<file path="config.mk">
export PLATFORM = sky130hd
export DESIGN_NAME = sao_syntax_bin
export DESIGN_NICKNAME = d
export VERILOG_FILES = /design/src/rtl/sao_syntax_bin.sv
export SDC_FILE = /design/constraint.sdc
export NUM_CORES = 1
export LEC_CHECK = 0
export CORE_UTILIZATION = 40
export DETAILED_ROUTE_END_ITERATION = 16
export PLACE_DENSITY_LB_ADDON = 0.3
export RECOVER_POWER = 25
export SYNTH_ARGS = -nofsm -noshare
export SYNTH_HDL_FRONTEND = slang
export SYNTH_SLANG_ARGS = --single-unit
</file>
<file path="constraint.sdc">
create_clock -name clk -period 4.8 [get_ports clk]
set_input_delay 1.44 -clock clk [delete_from_list [all_inputs] [get_ports clk]]
set_output_delay 1.44 -clock clk [all_outputs]
set_load 0.01 [all_outputs]
</file>
<file path="src/rtl/sao_syntax_bin.sv">
// sao_syntax_bin: turns one CTB's SAO decision into the ordered HEVC SAO
// syntax bin stream for the CABAC engine. The stream is merge-left,
// merge-up, then for each enabled component: type, offsets, and either the
// BO sign and band bins or the EO class bins.
//
// Optional build macro SAO_OFFSET_CLIP_EN: when it is defined, offset
// magnitudes are saturated to the TR cMax before binarization. When it is
// not defined, only the low bits of the magnitude are used.
module sao_syntax_bin #(
  parameter int OFF_LEN    = 4,
  parameter int BIT_DEPTH  = 8,
  parameter int N_SAO_TYPE = 3
) (
  input  logic                      clk,
  input  logic                      rst_n,
  input  logic                      start,
  input  logic                      slice_sao_luma_flag,
  input  logic                      slice_sao_chroma_flag,
  input  logic                      isLeftMergeAvail,
  input  logic                      isUpperMergeAvail,
  input  logic [1:0]                sao_mode         [0:1],
  input  logic [N_SAO_TYPE-1:0]     best_sao_type    [0:1],
  input  logic [4:0]                best_typeAuxInfo [0:2],
  input  logic signed [OFF_LEN-1:0] sao_offset       [0:2][0:3],
  output logic                      idle,
  output logic                      bin_valid,
  input  logic                      bin_ready,
  output logic                      bin_val,
  output logic                      bin_bypass,
  output logic                      bin_ctx,
  output logic                      bin_last,
  output logic                      done
);

  localparam int BD_EFF = (BIT_DEPTH < 10) ? BIT_DEPTH : 10;
  localparam int CMAX_I = (1 << (BD_EFF - 5)) - 1;
  localparam int CNT_W  = 5;
  localparam int MW     = (OFF_LEN > CNT_W) ? OFF_LEN : CNT_W;
  localparam logic [CNT_W-1:0] CMAX    = CNT_W'(CMAX_I);
  localparam logic [CNT_W-1:0] CMAX_M1 = CNT_W'(CMAX_I - 1);

  localparam logic [1:0] T_OFF = 2'd0;
  localparam logic [1:0] T_BO  = 2'd1;
  localparam logic [1:0] T_EO  = 2'd2;

  // Component advance (NEXTC) is folded into the transitions, so the
  // registered state always points at a bin-emitting step, IDLE or DONE.
  typedef enum logic [3:0] {
    S_IDLE, S_MRG_L, S_MRG_U, S_TYPE, S_OFFS, S_SIGN, S_BAND, S_EOCL, S_DONE
  } state_t;

  typedef struct packed {
    state_t           st;
    logic [1:0]       comp;
    logic [1:0]       idx;
    logic [CNT_W-1:0] cnt;
  } pos_t;

  // Captured CTB parameters, frozen while busy
  logic                      luma_en, chroma_en, up_av;
  logic [1:0]                mode_q [0:1];
  logic [N_SAO_TYPE-1:0]     type_q [0:1];
  logic [4:0]                band_q [0:2];
  logic signed [OFF_LEN-1:0] off_q  [0:2][0:3];

  pos_t pos_q, pos_d, adv, start_pos;

  // View of the component currently being coded
  logic             tsel;
  logic [1:0]       cur_type;
  logic [1:0]       cur_class;
  logic [CNT_W-1:0] mag [0:3];
  logic [CNT_W-1:0] cur_mag;
  logic [3:0]       nz;
  logic             cr_on, cr_on_in, mrg_l_val, mrg_u_val, val_last;

  function automatic pos_t mk_pos(input state_t st, input logic [1:0] comp,
                                  input logic [1:0] idx, input logic [CNT_W-1:0] cnt);
    pos_t p;
    p.st   = st;
    p.comp = comp;
    p.idx  = idx;
    p.cnt  = cnt;
    return p;
  endfunction

  // Non-NEW modes code as OFF in the component loop; type 4 is BO.
  function automatic logic [1:0] type_code(input logic [1:0] m,
                                           input logic [N_SAO_TYPE-1:0] t);
    if (m != 2'd1)                 return T_OFF;
    else if (t == N_SAO_TYPE'(4))  return T_BO;
    else                           return T_EO;
  endfunction

  function automatic logic [CNT_W-1:0] off_mag(input logic signed [OFF_LEN-1:0] v);
    logic [OFF_LEN-1:0] a;
    logic [MW-1:0]      m;
    a = v[OFF_LEN-1] ? -v : v;
    m = MW'(a);
`ifdef SAO_OFFSET_CLIP_EN
    return (m > MW'(CMAX_I)) ? CMAX : CNT_W'(m);
`else
    return CNT_W'(m);
`endif
  endfunction

  // First bin position of the component loop starting at component c0.
  function automatic pos_t comp_entry(input int c0, input logic l_en,
                                      input logic c_en, input logic cr_en);
    pos_t p;
    p = mk_pos(S_DONE, 2'd0, 2'd0, '0);
    for (int c = 2; c >= 0; c--) begin
      if (c >= c0) begin
        if (c == 0 && l_en)               p = mk_pos(S_TYPE, 2'd0, 2'd0, '0);
        else if (c == 1 && c_en)          p = mk_pos(S_TYPE, 2'd1, 2'd0, '0);
        else if (c == 2 && c_en && cr_en) p = mk_pos(S_OFFS, 2'd2, 2'd0, '0);
      end
    end
    return p;
  endfunction

  // Next BO sign bin at or after offset i0, else the band position bins.
  function automatic pos_t sign_entry(input int i0, input logic [3:0] nzm,
                                      input logic [1:0] comp);
    pos_t p;
    p = mk_pos(S_BAND, comp, 2'd0, CNT_W'(4));
    for (int i = 3; i >= 0; i--) begin
      if (i >= i0 && nzm[i]) p = mk_pos(S_SIGN, comp, 2'(i), '0);
    end
    return p;
  endfunction

  // Capture all parameters on an accepted start
  always_ff @(posedge clk) begin
    if (start && idle) begin
      luma_en   <= slice_sao_luma_flag;
      chroma_en <= slice_sao_chroma_flag;
      up_av     <= isUpperMergeAvail;
      mode_q    <= sao_mode;
      type_q    <= best_sao_type;
      band_q    <= best_typeAuxInfo;
      off_q     <= sao_offset;
    end
  end

  // Decode the captured parameters for the component in progress
  always_comb begin
    tsel      = (pos_q.comp != 2'd0);
    cur_type  = type_code(mode_q[tsel], type_q[tsel]);
    cur_class = type_q[tsel][1:0];
    cr_on     = (type_code(mode_q[1], type_q[1]) != T_OFF);
    cr_on_in  = (type_code(sao_mode[1], best_sao_type[1]) != T_OFF);
    mrg_l_val = (mode_q[0] == 2'd2) && (type_q[0] == N_SAO_TYPE'(0));
    mrg_u_val = (mode_q[0] == 2'd2) && (type_q[0] == N_SAO_TYPE'(1));
    for (int i = 0; i < 4; i++) begin
      mag[i] = off_mag(off_q[pos_q.comp][i]);
      nz[i]  = (mag[i] != '0);
    end
    cur_mag  = mag[pos_q.idx];
    val_last = (cur_mag < CMAX) ? (pos_q.cnt == cur_mag) : (pos_q.cnt == CMAX_M1);
  end

  // State register: position in the bin stream
  always_ff @(posedge clk) begin
    if (!rst_n) pos_q <= mk_pos(S_IDLE, 2'd0, 2'd0, '0);
    else        pos_q <= pos_d;
  end

  // Next-state: position after the current bin, start entry, and selection
  always_comb begin
    adv = pos_q;
    case (pos_q.st)
      S_MRG_L: begin
        if (mrg_l_val)  adv = mk_pos(S_DONE, 2'd0, 2'd0, '0);
        else if (up_av) adv = mk_pos(S_MRG_U, 2'd0, 2'd0, '0);
        else            adv = comp_entry(0, luma_en, chroma_en, cr_on);
      end
      S_MRG_U: begin
        if (mrg_u_val) adv = mk_pos(S_DONE, 2'd0, 2'd0, '0);
        else           adv = comp_entry(0, luma_en, chroma_en, cr_on);
      end
      S_TYPE: begin
        if (pos_q.cnt != '0)
          adv = mk_pos(S_OFFS, pos_q.comp, 2'd0, '0);
        else if (cur_type == T_OFF)
          adv = comp_entry(int'(pos_q.comp) + 1, luma_en, chroma_en, cr_on);
        else
          adv.cnt = CNT_W'(1);
      end
      S_OFFS: begin
        if (!val_last)
          adv.cnt = pos_q.cnt + CNT_W'(1);
        else if (pos_q.idx != 2'd3)
          adv = mk_pos(S_OFFS, pos_q.comp, pos_q.idx + 2'd1, '0);
        else if (cur_type == T_BO)
          adv = sign_entry(0, nz, pos_q.comp);
        else if (pos_q.comp != 2'd2)
          adv = mk_pos(S_EOCL, pos_q.comp, 2'd0, CNT_W'(1));
        else
          adv = comp_entry(3, luma_en, chroma_en, cr_on);
      end
      S_SIGN: adv = sign_entry(int'(pos_q.idx) + 1, nz, pos_q.comp);
      S_BAND, S_EOCL: begin
        if (pos_q.cnt != '0) adv.cnt = pos_q.cnt - CNT_W'(1);
        else adv = comp_entry(int'(pos_q.comp) + 1, luma_en, chroma_en, cr_on);
      end
      default: adv = pos_q;
    endcase

    if (!slice_sao_luma_flag && !slice_sao_chroma_flag)
      start_pos = mk_pos(S_DONE, 2'd0, 2'd0, '0);
    else if (isLeftMergeAvail)
      start_pos = mk_pos(S_MRG_L, 2'd0, 2'd0, '0);
    else if (isUpperMergeAvail)
      start_pos = mk_pos(S_MRG_U, 2'd0, 2'd0, '0);
    else
      start_pos = comp_entry(0, slice_sao_luma_flag, slice_sao_chroma_flag, cr_on_in);

    pos_d = pos_q;
    if (idle) begin
      if (start) pos_d = start_pos;
      else        pos_d = mk_pos(S_IDLE, 2'd0, 2'd0, '0);
    end else if (bin_ready) begin
      pos_d = adv;
    end
  end

  // Outputs: bin fields decoded from the current position
  always_comb begin
    idle       = (pos_q.st == S_IDLE) || (pos_q.st == S_DONE);
    done       = (pos_q.st == S_DONE);
    bin_valid  = 1'b0;
    bin_val    = 1'b0;
    bin_bypass = 1'b0;
    bin_ctx    = 1'b0;
    case (pos_q.st)
      S_MRG_L: begin
        bin_valid = 1'b1;
        bin_val   = mrg_l_val;
      end
      S_MRG_U: begin
        bin_valid = 1'b1;
        bin_val   = mrg_u_val;
      end
      S_TYPE: begin
        bin_valid = 1'b1;
        if (pos_q.cnt == '0) begin
          bin_val = (cur_type != T_OFF);
          bin_ctx = 1'b1;
        end else begin
          bin_val    = (cur_type == T_EO);
          bin_bypass = 1'b1;
        end
      end
      S_OFFS: begin
        bin_valid  = 1'b1;
        bin_val    = (pos_q.cnt < cur_mag);
        bin_bypass = 1'b1;
      end
      S_SIGN: begin
        bin_valid  = 1'b1;
        bin_val    = off_q[pos_q.comp][pos_q.idx][OFF_LEN-1];
        bin_bypass = 1'b1;
      end
      S_BAND: begin
        bin_valid  = 1'b1;
        bin_val    = band_q[pos_q.comp][pos_q.cnt[2:0]];
        bin_bypass = 1'b1;
      end
      S_EOCL: begin
        bin_valid  = 1'b1;
        bin_val    = cur_class[pos_q.cnt[0]];
        bin_bypass = 1'b1;
      end
      default: ;
    endcase
    bin_last = bin_valid && (adv.st == S_DONE);
  end

endmodule

</file>
==> impl_metrics.csv <==
group,metric,value,unit
yosys,yosys_register_bits,89,
setup_path,crit_family,"compound AO/OA/AOI/OAI gates",
power_and_ir_drop,power_density,452,mW/mm²
setup_path,reg2reg_depth,15,
place,placed_area,0.00640,mm²
floorplan,rows,40,
route,dr.pass1.iters,5,
timing,min_period,4.73,ns
cts,clk_pin_slew,0.06,ns
worst_hold_path,holdPathStages,1,
timing,rsz0062_at_grt,"yes",
yosys,synth_area,0.00501,mm²
setup_path,cp_max_fo,9,
place,place_hpwl,9.67,mm
worst_hold_path,min_from,"pos_q[6]",
yosys,ys_types,70,
layout,antennaDiodeCount,0,
global_routing,grt_pass1_vias,4040,
route,wl_per_cell,16.6,µm
layout,drive_gt1_share,22.7,%
global_routing,grt_usage,20.3,%
floorplan,dieArea,0.0130,mm²
power_and_ir_drop,p_comb_share,39.1,%
worst_hold_path,whs_endpoint,"pos_q[6]",
timing,setup_viol,0,
setup_path,reg2reg_slack,1.49,ns
timing,timing.final.hold_violations,0,
power_and_ir_drop,power_frac_clock,22.7,%
layout,areaGrowthSynthToFinish,38.4,%
power_and_ir_drop,peakVddDrop,0.267,mV
yosys,async_flop_share,0,%
floorplan,core-area,0.0121,mm²
global_routing,grt_max_degree,65,
cts,cts_buffers,9,
floorplan,start_util,41.4,%
global_routing,grt_pass1_wl,20.2,mm
floorplan,die_h,114,µm
cts,root_buffer,"clkbuf_16",
setup_path,r2r_start,"pos_q[8]",
flow_run,maxCapViolCount,0,
yosys,yosysTopAreaCell,"edfxtp_1",
layout,fin_util,57.3,%
setup_path,r2r-end,"pos_q[8]",
route,vias,4240,
cts,cts.sinks,89,
setup_path,crit_required,3.36,ns
place,io_buffers,87,
power_and_ir_drop,p_sw,1070,µW
yosys,synth_edf_count,76,
floorplan,die_x,114,µm
route,post-route-drc-count,0,
outcome,status,"finished clean",
setup_path,path_class,"flop to output pin",
global_routing,grt_overflow,0,
timing,drv_slew,0,
setup_path,critPathLaunchType,"flop",
layout,n_fill_cell,1051,
timing,worstMarginPinSlew,0.825,ns
cts,cts_hold_buf,0,
power_and_ir_drop,p_sw_share,34.2,%
setup_path,max_stage_delay,0.36,ns
setup_path,crit_chain,"buf_12, mux2i_2, o2bb2ai_2, inv_2, ha_2, buf_4, o21ai_1, nand3_2, and4_4, ha_4, nand4_1, o21a_1, o41ai_2, clkdlybuf4s15_2",
yosys,mappedNetlistNets,559,
setup_path,crit_buf_inv,4,
floorplan,io_pins,88,
power_and_ir_drop,p_int,2060,µW
yosys,yosys_warnings,0,
cts,htree_num_levels,3,
cts,cts_buffer_depth,2,
timing,fmax,211,MHz
layout,final_cell_area,0.00694,mm²
power_and_ir_drop,power.leakage,0.00246,µW
cts,cts_tree,"built",
layout,regArea,0.00255,mm²
yosys,yosysTopAreaCellShare,45.5,%
route,drt_iter0_drc,257,
route,drt-vias-per-instance,5.47,
timing,finalCritPeriodShare,98.6,%
setup_path,end_kind,"output pin",
yosys,synthCells,462,
route,totalWireLength,12.9,mm
timing,maxSlewHeadroom,45.0,%
global_routing,antenna_found_initial,0,
yosys,synth_area_leaders,"edfxtp_1, dfxtp_1, mux2i_1",
timing,skew,0.00851,ns
place,place_congestion,0.904,
setup_path,arrival,3.29,ns
route,ant_nets,0,
yosys,ys_seq_area_share,50.7,%
yosys,synthFlopType,"edfxtp_1",
layout,multi_input_area,0.00245,mm²
cts,clock_latency,0.35,ns
yosys,syn_area_per_cell,10.9,µm²
power_and_ir_drop,seqPwrFrac,38.2,%
worst_hold_path,hold_path_class,"flop to flop",
layout,fin_nets,699,
setup_path,crit_slowest_cell,"dfxtp_4",
[cells by family after synthesis]
group                      share of synthesized area [%]
adders and majority gates                           4.19
muxes                                               6.36
AOI/OAI and AO/OA                                   18.2
xor gates and xnor gates                           0.175
DFF                                                 50.7
buffers and inverters                               4.02
and+or+nand+nor                                     16.3
[cells in the final DEF (no fill, tap or decap), drive strengths merged, types with 8 or more instances in the layout]
cell / instances
clkdlybuf4s50: 43
o21a: 11
dlygate4sd3: 42
edfxtp: 76
nand3: 19
inv: 18
o21ai: 37
clkbuf: 11
nand3b: 10
o2bb2ai: 9
nand2: 30
nand2b: 8
a21oi: 28
nor2: 40
ha: 16
dfxtp: 13
nor3: 8
buf: 62
mux2i: 24
[worst register-to-register path: stages, from the launching register on]
cell and delay [ns]:
dfxtp_4 0.36, buf_12 0.15, mux2i_2 0.16, o2bb2ai_2 0.23, inv_2 0.06, ha_2 0.20, buf_4 0.13, o21ai_1 0.15
nand3_2 0.09, and4_4 0.24, ha_4 0.27, nand4_1 0.12, buf_4 0.16, o21ai_0 0.31, o2bb2ai_1 0.27, mux2i_1 0.31
[routing by layer]
metal | wire length (µm) | vias up | track usage, %
met3 | 731 | 17 | 4.04
met4 | 209 | 0 | 7.27
met5 | 0 | - | 0
met2 | 5970 | 141 | 31.2
li1 | - | 2056 | -
met1 | 5980 | 2026 | 28.5
[sequential cells by signal, summed over array words and instances, names as in the netlist]
register   flops
luma_en        1
chroma_en      1
type_q         6
pos_q         13
up_av          1
band_q        15
mode_q         4
off_q         48
[power groups by stage]
| stage | Sequential, µW | Combinational (µW) | Clock (µW) |
|---|---|---|---|
| finish | 1200 | 1230 | 712 |
| global placement | 1200 | 1090 | 0 |
| floorplan | 1160 | 687 | 0 |
| CTS | 1190 | 1140 | 722 |
| detailed placement | 1200 | 1110 | 0 |
| global route | 1220 | 1340 | 753 |
[worst max path at each step]
stage,startpoint,to,cells after the start
after floorplan,pos_q[8],bin_last,15
after global placement,pos_q[8],bin_val,16
after detailed placement,pos_q[8],bin_last,14
after CTS,pos_q[8],bin_val,17
after global routing,pos_q[8],bin_val,17
final,pos_q[8],bin_last,14
[area by class of cell]
class	count	area share, %
tap	168	3.03
inverter	19	1.03
multi-input combinational	335	35.3
sequential	89	36.7
clock inverter	5	0.811
timing repair buffer	148	19.7
clock buffer	11	3.50
[what timing repair did]
| action | CTS | global route |
|---|---|---|
| resized for setup | 23 | 40 |
| buffers inserted | 2 | 5 |
| endpoints found under the setup margin | 2 | 2 |
| pin swaps | 9 | 12 |
[cells in the mapped netlist (3+ instances only)]
| cell type | n |
|---|---|
| mux2i_1 | 24 |
| and2_1 | 4 |
| o21a_1 | 11 |
| edfxtp_1 | 76 |
| nand3b_1 | 10 |
| buf_2 | 4 |
| buf_6 | 5 |
| o2bb2ai_1 | 7 |
| mux4_2 | 3 |
| nor2b_1 | 6 |
| nor4b_1 | 3 |
| o211ai_1 | 5 |
| nand3_1 | 19 |
| nor3_1 | 7 |
| nand4_1 | 4 |
| nor4_1 | 7 |
| a21oi_1 | 28 |
| or3_1 | 7 |
| a221oi_1 | 3 |
| dfxtp_1 | 13 |
| o22ai_1 | 5 |
| nand2_1 | 30 |
| nor2_1 | 40 |
| ha_1 | 16 |
| o31a_1 | 3 |
| inv_1 | 16 |
| nand2b_1 | 8 |
| clkbuf_1 | 7 |
| o21ai_0 | 35 |
[per-stage QoR]
step | cells | setup TNS [ns] | power (µW) | worst slack, ns | hold slack [ns]
final | 775 | 0 | 3130 | 0.0685 | 0.634
after global routing | 775 | -0.0599 | 3310 | -0.0363 | 0.675
after CTS | 770 | -0.0315 | 3050 | -0.0315 | 0.637
after detailed placement | 752 | -0.586 | 2300 | -0.300 | 0.628
after global placement | 752 | -0.350 | 2280 | -0.200 | 0.616
after floorplan | 462 | 0 | 1850 | 0.251 | 0.553
Note: power is estimated with default switching activity, not from simulation.
